$ cat src/rtl/hermes_fetch_pkg.sv
// rtl/hermes_fetch_pkg.sv - shared types and constants for the instruction fetch block
package hermes_fetch_pkg;

  typedef logic [63:0] word_t;

  localparam int unsigned INSTR_BYTES = 8;

  typedef enum logic [2:0] {
    IDLE,
    REQUEST,
    WAIT,
    DELIVER,
    DONE
  } fetch_state_t;

  typedef struct packed {
    word_t pc;
    word_t instr;
  } fetch_entry_t;

  // Force an address onto an instruction boundary
  function automatic word_t align_pc(input word_t addr);
    return addr & ~word_t'(INSTR_BYTES - 1);
  endfunction

endpackage

$ cat src/rtl/fetch_fifo.sv
// rtl/fetch_fifo.sv - two-entry {pc, instr} prefetch buffer with synchronous flush
module fetch_fifo
  import hermes_fetch_pkg::*;
(
  input  logic         clk,
  input  logic         i_reset_n,
  input  logic         i_flush,
  input  logic         i_push,
  input  fetch_entry_t i_push_data,
  input  logic         i_pop,
  output fetch_entry_t o_head,
  output logic         o_full,
  output logic         o_empty
);

  fetch_entry_t r_mem [2];
  logic         r_rd_ptr;
  logic         r_wr_ptr;
  logic [1:0]   r_count;
  logic         w_push_ok;
  logic         w_pop_ok;

  assign o_full    = (r_count == 2'd2);
  assign o_empty   = (r_count == 2'd0);
  assign w_push_ok = i_push & ~o_full;
  assign w_pop_ok  = i_pop & ~o_empty;
  assign o_head    = r_mem[r_rd_ptr];

  // Storage array; validity is tracked by r_count, so no reset is needed here
  always_ff @(posedge clk) begin
    if (w_push_ok) r_mem[r_wr_ptr] <= i_push_data;
  end

  // Pointers and occupancy; a flush empties the buffer in one cycle
  always_ff @(posedge clk or negedge i_reset_n) begin
    if (!i_reset_n) begin
      r_rd_ptr <= 1'b0;
      r_wr_ptr <= 1'b0;
      r_count  <= 2'd0;
    end else if (i_flush) begin
      r_rd_ptr <= 1'b0;
      r_wr_ptr <= 1'b0;
      r_count  <= 2'd0;
    end else begin
      if (w_push_ok) r_wr_ptr <= ~r_wr_ptr;
      if (w_pop_ok)  r_rd_ptr <= ~r_rd_ptr;
      case ({w_push_ok, w_pop_ok})
        2'b10:   r_count <= r_count + 2'd1;
        2'b01:   r_count <= r_count - 2'd1;
        default: r_count <= r_count;
      endcase
    end
  end

endmodule

$ cat src/rtl/instruction_fetch.sv
// rtl/instruction_fetch.sv - fetch FSM; PREFETCH_BUF_EN swaps the deliver register for a 2-entry FIFO
module instruction_fetch
  import hermes_fetch_pkg::*;
#(
  parameter logic [63:0] RESET_PC        = 64'h0,
  parameter int          NumInstructions = 5
) (
  input  logic        clk,
  input  logic        reset,
  input  logic        start,
  output logic [63:0] instructionAddress,
  output logic        read_request,
  input  logic [63:0] instruction_in,
  input  logic        readReady,
  input  logic        branch_taken,
  input  logic [63:0] branch_target,
  input  logic        stall,
  output logic        fetch_valid,
  output logic [63:0] fetch_instruction,
  output logic [63:0] fetch_pc,
  output logic        done
);

  fetch_state_t r_state;
  fetch_state_t w_state_next;
  word_t        r_pc;
  word_t        w_pc_inc;
  logic         w_last;
  logic         w_redirect;

  assign w_pc_inc   = r_pc + word_t'(INSTR_BYTES);
  assign w_last     = (w_pc_inc >> 3) >= word_t'(NumInstructions);
  assign w_redirect = branch_taken && (r_state != IDLE);

`ifdef PREFETCH_BUF_EN
  fetch_entry_t w_head;
  logic         w_full;
  logic         w_empty;
  logic         w_push;
  logic         w_pop;

  assign w_push = (r_state == WAIT) && readReady && !branch_taken;
  assign w_pop  = !w_empty && !stall && !branch_taken;

  fetch_fifo u_fetch_fifo (
    .clk         (clk),
    .i_reset_n   (reset),
    .i_flush     (w_redirect),
    .i_push      (w_push),
    .i_push_data ('{pc: r_pc, instr: instruction_in}),
    .i_pop       (w_pop),
    .o_head      (w_head),
    .o_full      (w_full),
    .o_empty     (w_empty)
  );
`else
  word_t r_cap_pc;
  word_t r_cap_instr;
`endif

  // State register
  always_ff @(posedge clk or negedge reset) begin
    if (!reset) r_state <= IDLE;
    else        r_state <= w_state_next;
  end

  // Next state and state-decoded outputs; a redirect overrides every other transition
  always_comb begin
    w_state_next       = r_state;
    read_request       = 1'b0;
    instructionAddress = '0;
    fetch_valid        = 1'b0;
    fetch_instruction  = '0;
    fetch_pc           = '0;
    done               = 1'b0;
    case (r_state)
      IDLE: begin
        if (start) w_state_next = REQUEST;
      end
      REQUEST: begin
`ifdef PREFETCH_BUF_EN
        if (!w_full) begin
          read_request       = 1'b1;
          instructionAddress = r_pc;
          w_state_next       = WAIT;
        end
`else
        read_request       = 1'b1;
        instructionAddress = r_pc;
        w_state_next       = WAIT;
`endif
      end
      WAIT: begin
        read_request       = 1'b1;
        instructionAddress = r_pc;
`ifdef PREFETCH_BUF_EN
        if (readReady) w_state_next = w_last ? DONE : REQUEST;
`else
        if (readReady) w_state_next = DELIVER;
`endif
      end
      DELIVER: begin
`ifdef PREFETCH_BUF_EN
        w_state_next = REQUEST;
`else
        fetch_valid       = 1'b1;
        fetch_instruction = r_cap_instr;
        fetch_pc          = r_cap_pc;
        if (!stall) w_state_next = w_last ? DONE : REQUEST;
`endif
      end
      DONE: begin
`ifdef PREFETCH_BUF_EN
        done = w_empty;
`else
        done = 1'b1;
`endif
      end
      default: w_state_next = IDLE;
    endcase
`ifdef PREFETCH_BUF_EN
    fetch_valid       = !w_empty;
    fetch_instruction = w_empty ? '0 : w_head.instr;
    fetch_pc          = w_empty ? '0 : w_head.pc;
`endif
    if (w_redirect) w_state_next = REQUEST;
  end

  // PC and captured word; a redirect discards whatever was captured
  always_ff @(posedge clk or negedge reset) begin
    if (!reset) begin
      r_pc <= RESET_PC;
`ifndef PREFETCH_BUF_EN
      r_cap_pc    <= '0;
      r_cap_instr <= '0;
`endif
    end else if (r_state == IDLE) begin
      if (start) r_pc <= RESET_PC;
    end else if (branch_taken) begin
      r_pc <= align_pc(branch_target);
`ifndef PREFETCH_BUF_EN
      r_cap_pc    <= '0;
      r_cap_instr <= '0;
`endif
    end else begin
`ifdef PREFETCH_BUF_EN
      if (r_state == WAIT && readReady) r_pc <= w_pc_inc;
`else
      if (r_state == WAIT && readReady) begin
        r_cap_pc    <= r_pc;
        r_cap_instr <= instruction_in;
      end
      if (r_state == DELIVER && !stall) r_pc <= w_pc_inc;
`endif
    end
  end

endmodule

$ cat config.mk
export PLATFORM = sky130hd
export DESIGN_NAME = instruction_fetch
export DESIGN_NICKNAME = d
export VERILOG_FILES = /design/src/rtl/hermes_fetch_pkg.sv /design/src/rtl/fetch_fifo.sv /design/src/rtl/instruction_fetch.sv
export SDC_FILE = /design/constraint.sdc
export NUM_CORES = 1
export LEC_CHECK = 0
export BUFFER_PORTS_ARGS = -buffer_cell sky130_fd_sc_hd__buf_2
export CAP_MARGIN = 5
export CORE_MARGIN = 5
export CORE_UTILIZATION = 45
export CTS_CLUSTER_DIAMETER = 80
export DETAILED_ROUTE_END_ITERATION = 16
export GPL_ROUTABILITY_DRIVEN = 0
export PLACE_DENSITY = 0.71
export SLEW_MARGIN = 20
export SYNTH_ARGS = -nofsm -noshare
export SYNTH_HDL_FRONTEND = slang
export SYNTH_HIERARCHICAL = 1
export SYNTH_SLANG_ARGS = --single-unit
$ cat constraint.sdc
create_clock -name clk -period 4.6 [get_ports clk]
set_input_delay 0.69 -clock clk [delete_from_list [all_inputs] [get_ports clk]]
set_output_delay 0.69 -clock clk [all_outputs]
set_load 0.1 [all_outputs]
==> results.sh, run 1 <==
export IMPL_finalHoldViolations=0
export IMPL_ys_flop_type="dfrtp_1"
export IMPL_start_util_pct=46.0
export IMPL_grt_usage_pct=27.4
export IMPL_yosysMostFrequentCell="dfrtp_1"
export IMPL_reg2regPathDepth=9
export IMPL_synth_area_mm2=0.0112
export IMPL_crit_buf_inv=0
export IMPL_hold_ws_ns=0.379
export IMPL_vias=11600
export IMPL_vdd_drop_max_uv=687
export IMPL_die_x_um=168
export IMPL_power_per_cell_area_mw_per_mm2=702
export IMPL_ys_top_cells_by_area="dfrtp_1 (42%), a22o_1 (9.8%), and3_1 (8.2%), o21ai_0 (4.7%), clkbuf_1 (4.4%)"
export IMPL_cts_num_sinks=190
export IMPL_ant_nets=0
export IMPL_maxCapViolCount=0
export IMPL_cp_top_family="simple AND/OR/NAND/NOR gates"
export IMPL_finalSetupTns_ns=0
export IMPL_crit_chain="nand4_2 > or4_1 > or2_1 > nor3_1 > mux2i_1 > o22ai_1 > or2_2 > or4b_1 > a41o_1"
export IMPL_start_kind="register"
export IMPL_finalSetupViolCount=0
export IMPL_drtIter0Drc=1463
export IMPL_viasPerCell=6.26
export IMPL_rsz0062_at_grt="false"
export IMPL_cpPeakStageDelay_ns=0.76
export IMPL_wirelength_mm=40.3
export IMPL_cp_arrival_ns=4.53
export IMPL_yosys_area_top_type="dfrtp_1"
export IMPL_regToRegStartpoint="r_pc[10]$_DFFE_PN0P_"
export IMPL_wl_per_cell_um=21.8
export IMPL_drive_above_1_share_pct=26.6
export IMPL_maxSlewHeadroom_pct=27.4
export IMPL_syn_area_per_cell_um2=8.70
export IMPL_antenna_found_initial=1
export IMPL_critPathKind="reg -> reg"
export IMPL_core_mm2=0.0244
export IMPL_clk_latency_ns=0.44
export IMPL_p_leak_nw=6.91
export IMPL_tightest_slew_ns=1.09
export IMPL_synth_seq_cells=190
export IMPL_ys_async_sr_fraction_pct=100
export IMPL_syn2layout_area_growth_pct=20.8
export IMPL_rows=57
export IMPL_nets=1647
export IMPL_dr_pass1_iters=8
export IMPL_postCtsSetupRepairBufs=0
export IMPL_synth_seq_area_share_pct=42.4
export IMPL_ys_types=61
export IMPL_synth_common_cells="dfrtp_1 (190), and3_1 (147), clkbuf_1 (130)"
export IMPL_placed_cell_area_mm2=0.0129
export IMPL_post_route_min_period_ns=4.21
export IMPL_grt_pass1_wl_mm=62.7
export IMPL_run_status="finished, final reports clean"
export IMPL_reg2reg_to="r_state[2]$_DFFE_PN0P_"
export IMPL_ctsHoldBuffers=0
export IMPL_holdCritPathClass="in -> async"
export IMPL_fin_total_pwr_mw=9.51
export IMPL_io_pin_count=329
export IMPL_synth_edf_count=0
export IMPL_cts_tree="yes"
export IMPL_crit_start="r_pc[10]$_DFFE_PN0P_"
export IMPL_r2r_slack_ns=0.39
export IMPL_hpwlAfterDp_mm=28.1
export IMPL_dieHeight_um=168
export IMPL_grt_start_max_net_pins=127
export IMPL_slowest_stage="or4_1"
export IMPL_worstPathRequired_ns=4.92
export IMPL_overflow=0
export IMPL_drv_slew=0
export IMPL_fmax_mhz=238
export IMPL_post_synth_top_area_fraction_pct=42.4
export IMPL_skew_ns=0.0147
export IMPL_htree_levels=4
export IMPL_port_buffers=322
export IMPL_cts_buffer_depth=2
export IMPL_grt_pass1_vias=10800
export IMPL_layout_cells_non_filler=1849
export IMPL_yosys_warnings=6
export IMPL_die_area_mm2=0.0282
export IMPL_final_area_mm2=0.0135
export IMPL_placed_cells=1816
export IMPL_clkTransAtPathRegs_ns=0.08
export IMPL_finalCritPeriodShare_pct=91.5
export IMPL_drcViolationCount=0
export IMPL_ctsResizeCount=0
export IMPL_crit_fanout=9
export IMPL_netlist_instances=1289
export IMPL_cts_inserted_buffers=17
export IMPL_root_buffer="clkbuf_16"
export IMPL_end_kind="register"
## report_power, final
| part | switching [mW] | leakage, nW | total, mW | internal (mW) |
|---|---|---|---|---|
| sequential | 0.799 | 2.57 | 2.85 | 2.06 |
| combinational | 4.04 | 4.05 | 5.14 | 1.10 |
| clock | 0.739 | 0.287 | 1.52 | 0.781 |
| total | 5.58 | 6.91 | 9.51 | 3.94 |
## cells in the final DEF (no fill, tap or decap), types with 4 or more instances in the layout
cell / synthesis / final
o31a_1: 4 / 4
a21oi_1: 58 / 58
buf_2: 5 / 321
nand3_1: 32 / 32
clkbuf_16: 0 / 17
buf_4: 5 / 30
xnor2_1: 19 / 19
or4_1: 7 / 7
a22oi_1: 21 / 21
nand4_1: 31 / 31
inv_8: 0 / 5
nor3b_1: 5 / 5
and4_1: 16 / 16
o21ai_0: 106 / 106
a32oi_1: 8 / 8
nor2_1: 87 / 83
and2_1: 60 / 60
or3_1: 4 / 4
inv_1: 19 / 19
nand2b_1: 5 / 5
o22ai_1: 11 / 11
nor4_1: 28 / 27
a31oi_1: 8 / 8
o31ai_1: 4 / 4
nand2_1: 39 / 37
dfrtp_1: 190 / 189
a22o_1: 125 / 125
and3_1: 147 / 147
nor3_1: 57 / 57
## sequential cells by signal (all words and copies together), names as in the netlist
register     flops
r_pc            61
r_cap_pc        62
r_cap_instr     64
r_state          3
## routing by layer
layer | global-route usage [%] | wire [um] | up-vias
li1 | - | - | 5211
met2 | 42.5 | 18400 | 681
met5 | 0 | 0 | -
met4 | 10.2 | 1490 | 0
met1 | 38.3 | 16500 | 5567
met3 | 5.32 | 3920 | 124
## how the worst max path moves through the flow
stage	endpoint	slack, ns	depth (start not counted)
final	r_state[2]$_DFFE_PN0P_	0.39	9
after global routing	r_state[2]$_DFFE_PN0P_	0.31	9
after floorplan	instructionAddress[25]	0.87	4
after CTS	r_state[2]$_DFFE_PN0P_	0.51	9
after detailed placement	r_state[2]$_DFFE_PN0P_	0.54	9
after global placement	r_state[2]$_DFFE_PN0P_	0.61	9
## cell type report
| type | count | area [um2] |
|---|---|---|
| timing repair buffer | 354 | 1890 |
| sequential | 190 | 4760 |
| clock inverter | 14 | 169 |
| tap | 324 | 405 |
| antenna | 1 | 2.50 |
| fill | 2236 | 10800 |
| multi-input combinational | 929 | 5820 |
| clock buffer | 18 | 429 |
| inverter | 19 | 71.3 |
## per-stage QoR
| stage | setup slack, ns | utilization (%) |
|---|---|---|
| finish | 0.391 | 55.5 |
| global route | 0.305 | 55.5 |
| CTS | 0.511 | 55.5 |
| detailed placement | 0.541 | 53.1 |
| global placement | 0.608 | 53.1 |
| floorplan | 0.871 | - |
## logic make-up (layout without fill, tap and decap cells)
group | count (synthesis) | after routing | share of synthesized area [%]
AOI/OAI and AO/OA | 361 | 361 | 22.1
xor gates and xnor gates | 22 | 22 | 1.72
adders and majority gates | 2 | 2 | 0.223
buffers and inverters | 172 | 405 | 6.06
DFF | 190 | 190 | 42.4
muxes | 6 | 6 | 0.569
other | 1 | 4 | 0.0335
and+or+nand+nor | 535 | 535 | 26.9
Power figures use the tool's default switching activity.
==> run 2: changes to the inputs <==
--- a/config.mk
+++ b/config.mk
@@ -5,6 +5,7 @@
 export SDC_FILE = /design/constraint.sdc
 export NUM_CORES = 1
 export LEC_CHECK = 0
+export ABC_AREA = 1
 export BUFFER_PORTS_ARGS = -buffer_cell sky130_fd_sc_hd__buf_2
 export CAP_MARGIN = 5
 export CORE_MARGIN = 5
@@ -13,8 +14,8 @@
 export DETAILED_ROUTE_END_ITERATION = 16
 export GPL_ROUTABILITY_DRIVEN = 0
 export PLACE_DENSITY = 0.71
+export SETUP_SLACK_MARGIN = 0.4
 export SLEW_MARGIN = 20
 export SYNTH_ARGS = -nofsm -noshare
 export SYNTH_HDL_FRONTEND = slang
-export SYNTH_HIERARCHICAL = 1
 export SYNTH_SLANG_ARGS = --single-unit
==> results.sh, run 2 <==
export IMPL_nets=2020
export IMPL_antenna_found_initial=4
export IMPL_crit_start="r_state[0]$_DFFE_PN0P_"
export IMPL_reg_top3="r_cap_instr (64), r_cap_pc (62), r_pc (61)"
export IMPL_critPathKind="reg -> out"
export IMPL_post_synth_top_area_fraction_pct=42.5
export IMPL_wl_per_cell_um=17.0
export IMPL_cts_tree="yes"
export IMPL_rsz0062_at_grt="false"
export IMPL_wirelength_mm=37.8
export IMPL_clk_latency_ns=0.45
export IMPL_hpwlAfterDp_mm=28.7
export IMPL_syn_area_per_cell_um2=6.95
export IMPL_run_status="finished, final reports clean"
export IMPL_start_util_pct=45.9
export IMPL_synth_area_mm2=0.0112
export IMPL_cts_inserted_buffers=17
export IMPL_synth_seq_area_share_pct=42.5
export IMPL_finalSetupTns_ns=0
export IMPL_grt_pass1_vias=11400
export IMPL_vdd_drop_max_uv=716
export IMPL_postCtsSetupRepairBufs=0
export IMPL_regMostFlops="r_cap_instr"
export IMPL_drtIter0Drc=913
export IMPL_htree_levels=4
export IMPL_root_buffer="clkbuf_16"
export IMPL_die_x_um=168
export IMPL_clkTransAtPathRegs_ns=0.08
export IMPL_worstPathRequired_ns=3.91
export IMPL_cp_arrival_ns=2.68
export IMPL_crit_chain="nand2_1 > nand3_2 > buf_4 > nor2_1 > buf_2"
export IMPL_power_per_cell_area_mw_per_mm2=862
export IMPL_start_kind="register"
export IMPL_synth_seq_cells=190
export IMPL_finalHoldViolations=0
export IMPL_ys_flop_type="dfrtp_1"
export IMPL_io_pin_count=329
export IMPL_maxSlewHeadroom_pct=35.0
export IMPL_cts_num_sinks=190
export IMPL_ctsHoldBuffers=0
export IMPL_ant_nets=0
export IMPL_die_area_mm2=0.0281
export IMPL_end_kind="primary output"
export IMPL_maxCapViolCount=0
export IMPL_synth_common_cells="nor2_1 (320), nand2_1 (300), inv_1 (224)"
export IMPL_ys_async_sr_fraction_pct=100
export IMPL_placed_cell_area_mm2=0.0130
export IMPL_crit_fanout=39
export IMPL_finalSetupViolCount=0
export IMPL_viasPerCell=5.26
export IMPL_drive_above_1_share_pct=22.2
export IMPL_overflow=0
export IMPL_ys_top_cells_by_area="dfrtp_1 (42%), nor2_1 (11%), nand2_1 (10%), inv_1 (7.5%), nand3_1 (6.4%)"
export IMPL_syn2layout_area_growth_pct=21.7
export IMPL_yosysMostFrequentCell="nor2_1"
export IMPL_grt_pass1_wl_mm=60.0
export IMPL_fmax_mhz=297
export IMPL_rows=57
export IMPL_cts_buffer_depth=2
export IMPL_post_route_min_period_ns=3.37
export IMPL_finalCritPeriodShare_pct=73.2
export IMPL_ctsResizeCount=0
export IMPL_tightest_slew_ns=0.974
export IMPL_yosys_area_top_type="dfrtp_1"
export IMPL_drcViolationCount=0
export IMPL_slowest_stage="nand3_2"
export IMPL_crit_buf_inv=2
export IMPL_grt_usage_pct=26.2
export IMPL_grt_start_max_net_pins=113
export IMPL_holdCritPathClass="in -> async"
export IMPL_skew_ns=0.0145
export IMPL_yosys_warnings=0
export IMPL_p_leak_nw=6.88
export IMPL_final_area_mm2=0.0136
export IMPL_largest_reg_flops=64
export IMPL_port_buffers=322
export IMPL_core_mm2=0.0244
export IMPL_cp_top_family="buffers and inverters"
export IMPL_regToRegStartpoint="r_pc[5]$_DFFE_PN0P_"
export IMPL_vias=11700
export IMPL_diodes=0
export IMPL_dieHeight_um=168
export IMPL_dr_pass1_iters=8
export IMPL_drv_slew=0
export IMPL_layout_common_cells="buf_2 (321), nor2_1 (316), nand2_1 (298)"
export IMPL_cpPeakStageDelay_ns=0.52
export IMPL_layout_commonest_cell="buf_2"
export IMPL_netlist_instances=1611
export IMPL_synth_edf_count=0
export IMPL_ys_types=35
==> run 2: worst paths after layout <==
path,to,slack (ns),depth (start not counted)
hold reg to reg,r_cap_pc[46]$_DFFE_PN0P_,0.52,2
setup reg to reg,r_state[0]$_DFFE_PN0P_,1.79,14
hold / removal,r_cap_pc[30]$_DFFE_PN0P_,0.32,1
setup / recovery,instructionAddress[62],1.23,5
max in group asynchronous,r_cap_pc[59]$_DFFE_PN0P_,3.07,2
min in group clk,r_cap_instr[49]$_DFFE_PN0P_,0.47,3
==> run 2: routing by layer <==
metal	GRT usage [%]	up-vias	share of wire (%)	wire, um
li1	-	5702	-	-
met1	33.7	5397	41	15600
met2	42.7	497	46	17500
met3	6.22	82	8.4	3180
met4	10.6	8	3.8	1440
met5	0	-	0.11	42
==> run 2: final cells by class <==
cell class | count | area (um2)
Fill cell | 2417 | 10800
Tap cell | 324 | 405
Sequential cell | 190 | 4750
Multi-Input combinational cell | 1110 | 5270
Timing Repair Buffer | 335 | 1740
Inverter | 230 | 866
Clock inverter | 14 | 160
Clock buffer | 18 | 439
==> run 2: logic make-up after synthesis <==
| family | after synthesis | synth area share (%) |
|---|---|---|
| fa+ha+maj | 2 | 0.223 |
| buf+inv | 313 | 11.0 |
| compound gates | 265 | 13.9 |
| xor+xnor | 9 | 0.704 |
| simple gates | 831 | 31.7 |
| other cells | 1 | 0.0335 |
| flops | 190 | 42.5 |
==> run 2: report_power, final <==
part | switching [mW] | internal, mW
clock network | 0.765 | 0.748
registers | 0.417 | 2.21
logic | 6.33 | 1.28
total | 7.51 | 4.25
==> run 2: per-stage QoR <==
stage / utilization, % / hold WS (ns) / cells / worst slack, ns / power [mW]
after CTS: 55.9 / 0.403 / 2221 / 1.23 / 11.8
after detailed placement: 53.4 / 0.503 / 2189 / 1.67 / 10.2
after global routing: 55.9 / 0.417 / 2221 / 1.07 / 12.4
after global placement: 53.4 / 0.485 / 2189 / 1.75 / 10.2
final: 55.9 / 0.320 / 2221 / 1.23 / 11.8
after floorplan: - / 0.394 / 1613 / 0.610 / 8.78
==> run 2: worst register-to-register path, delay by kind of cell, from the launching register on <==
| family | cells | cell delay [ns] |
|---|---|---|
| compound gates | 1 | 0.15 |
| flops | 1 | 0.50 |
| simple gates | 13 | 2.08 |
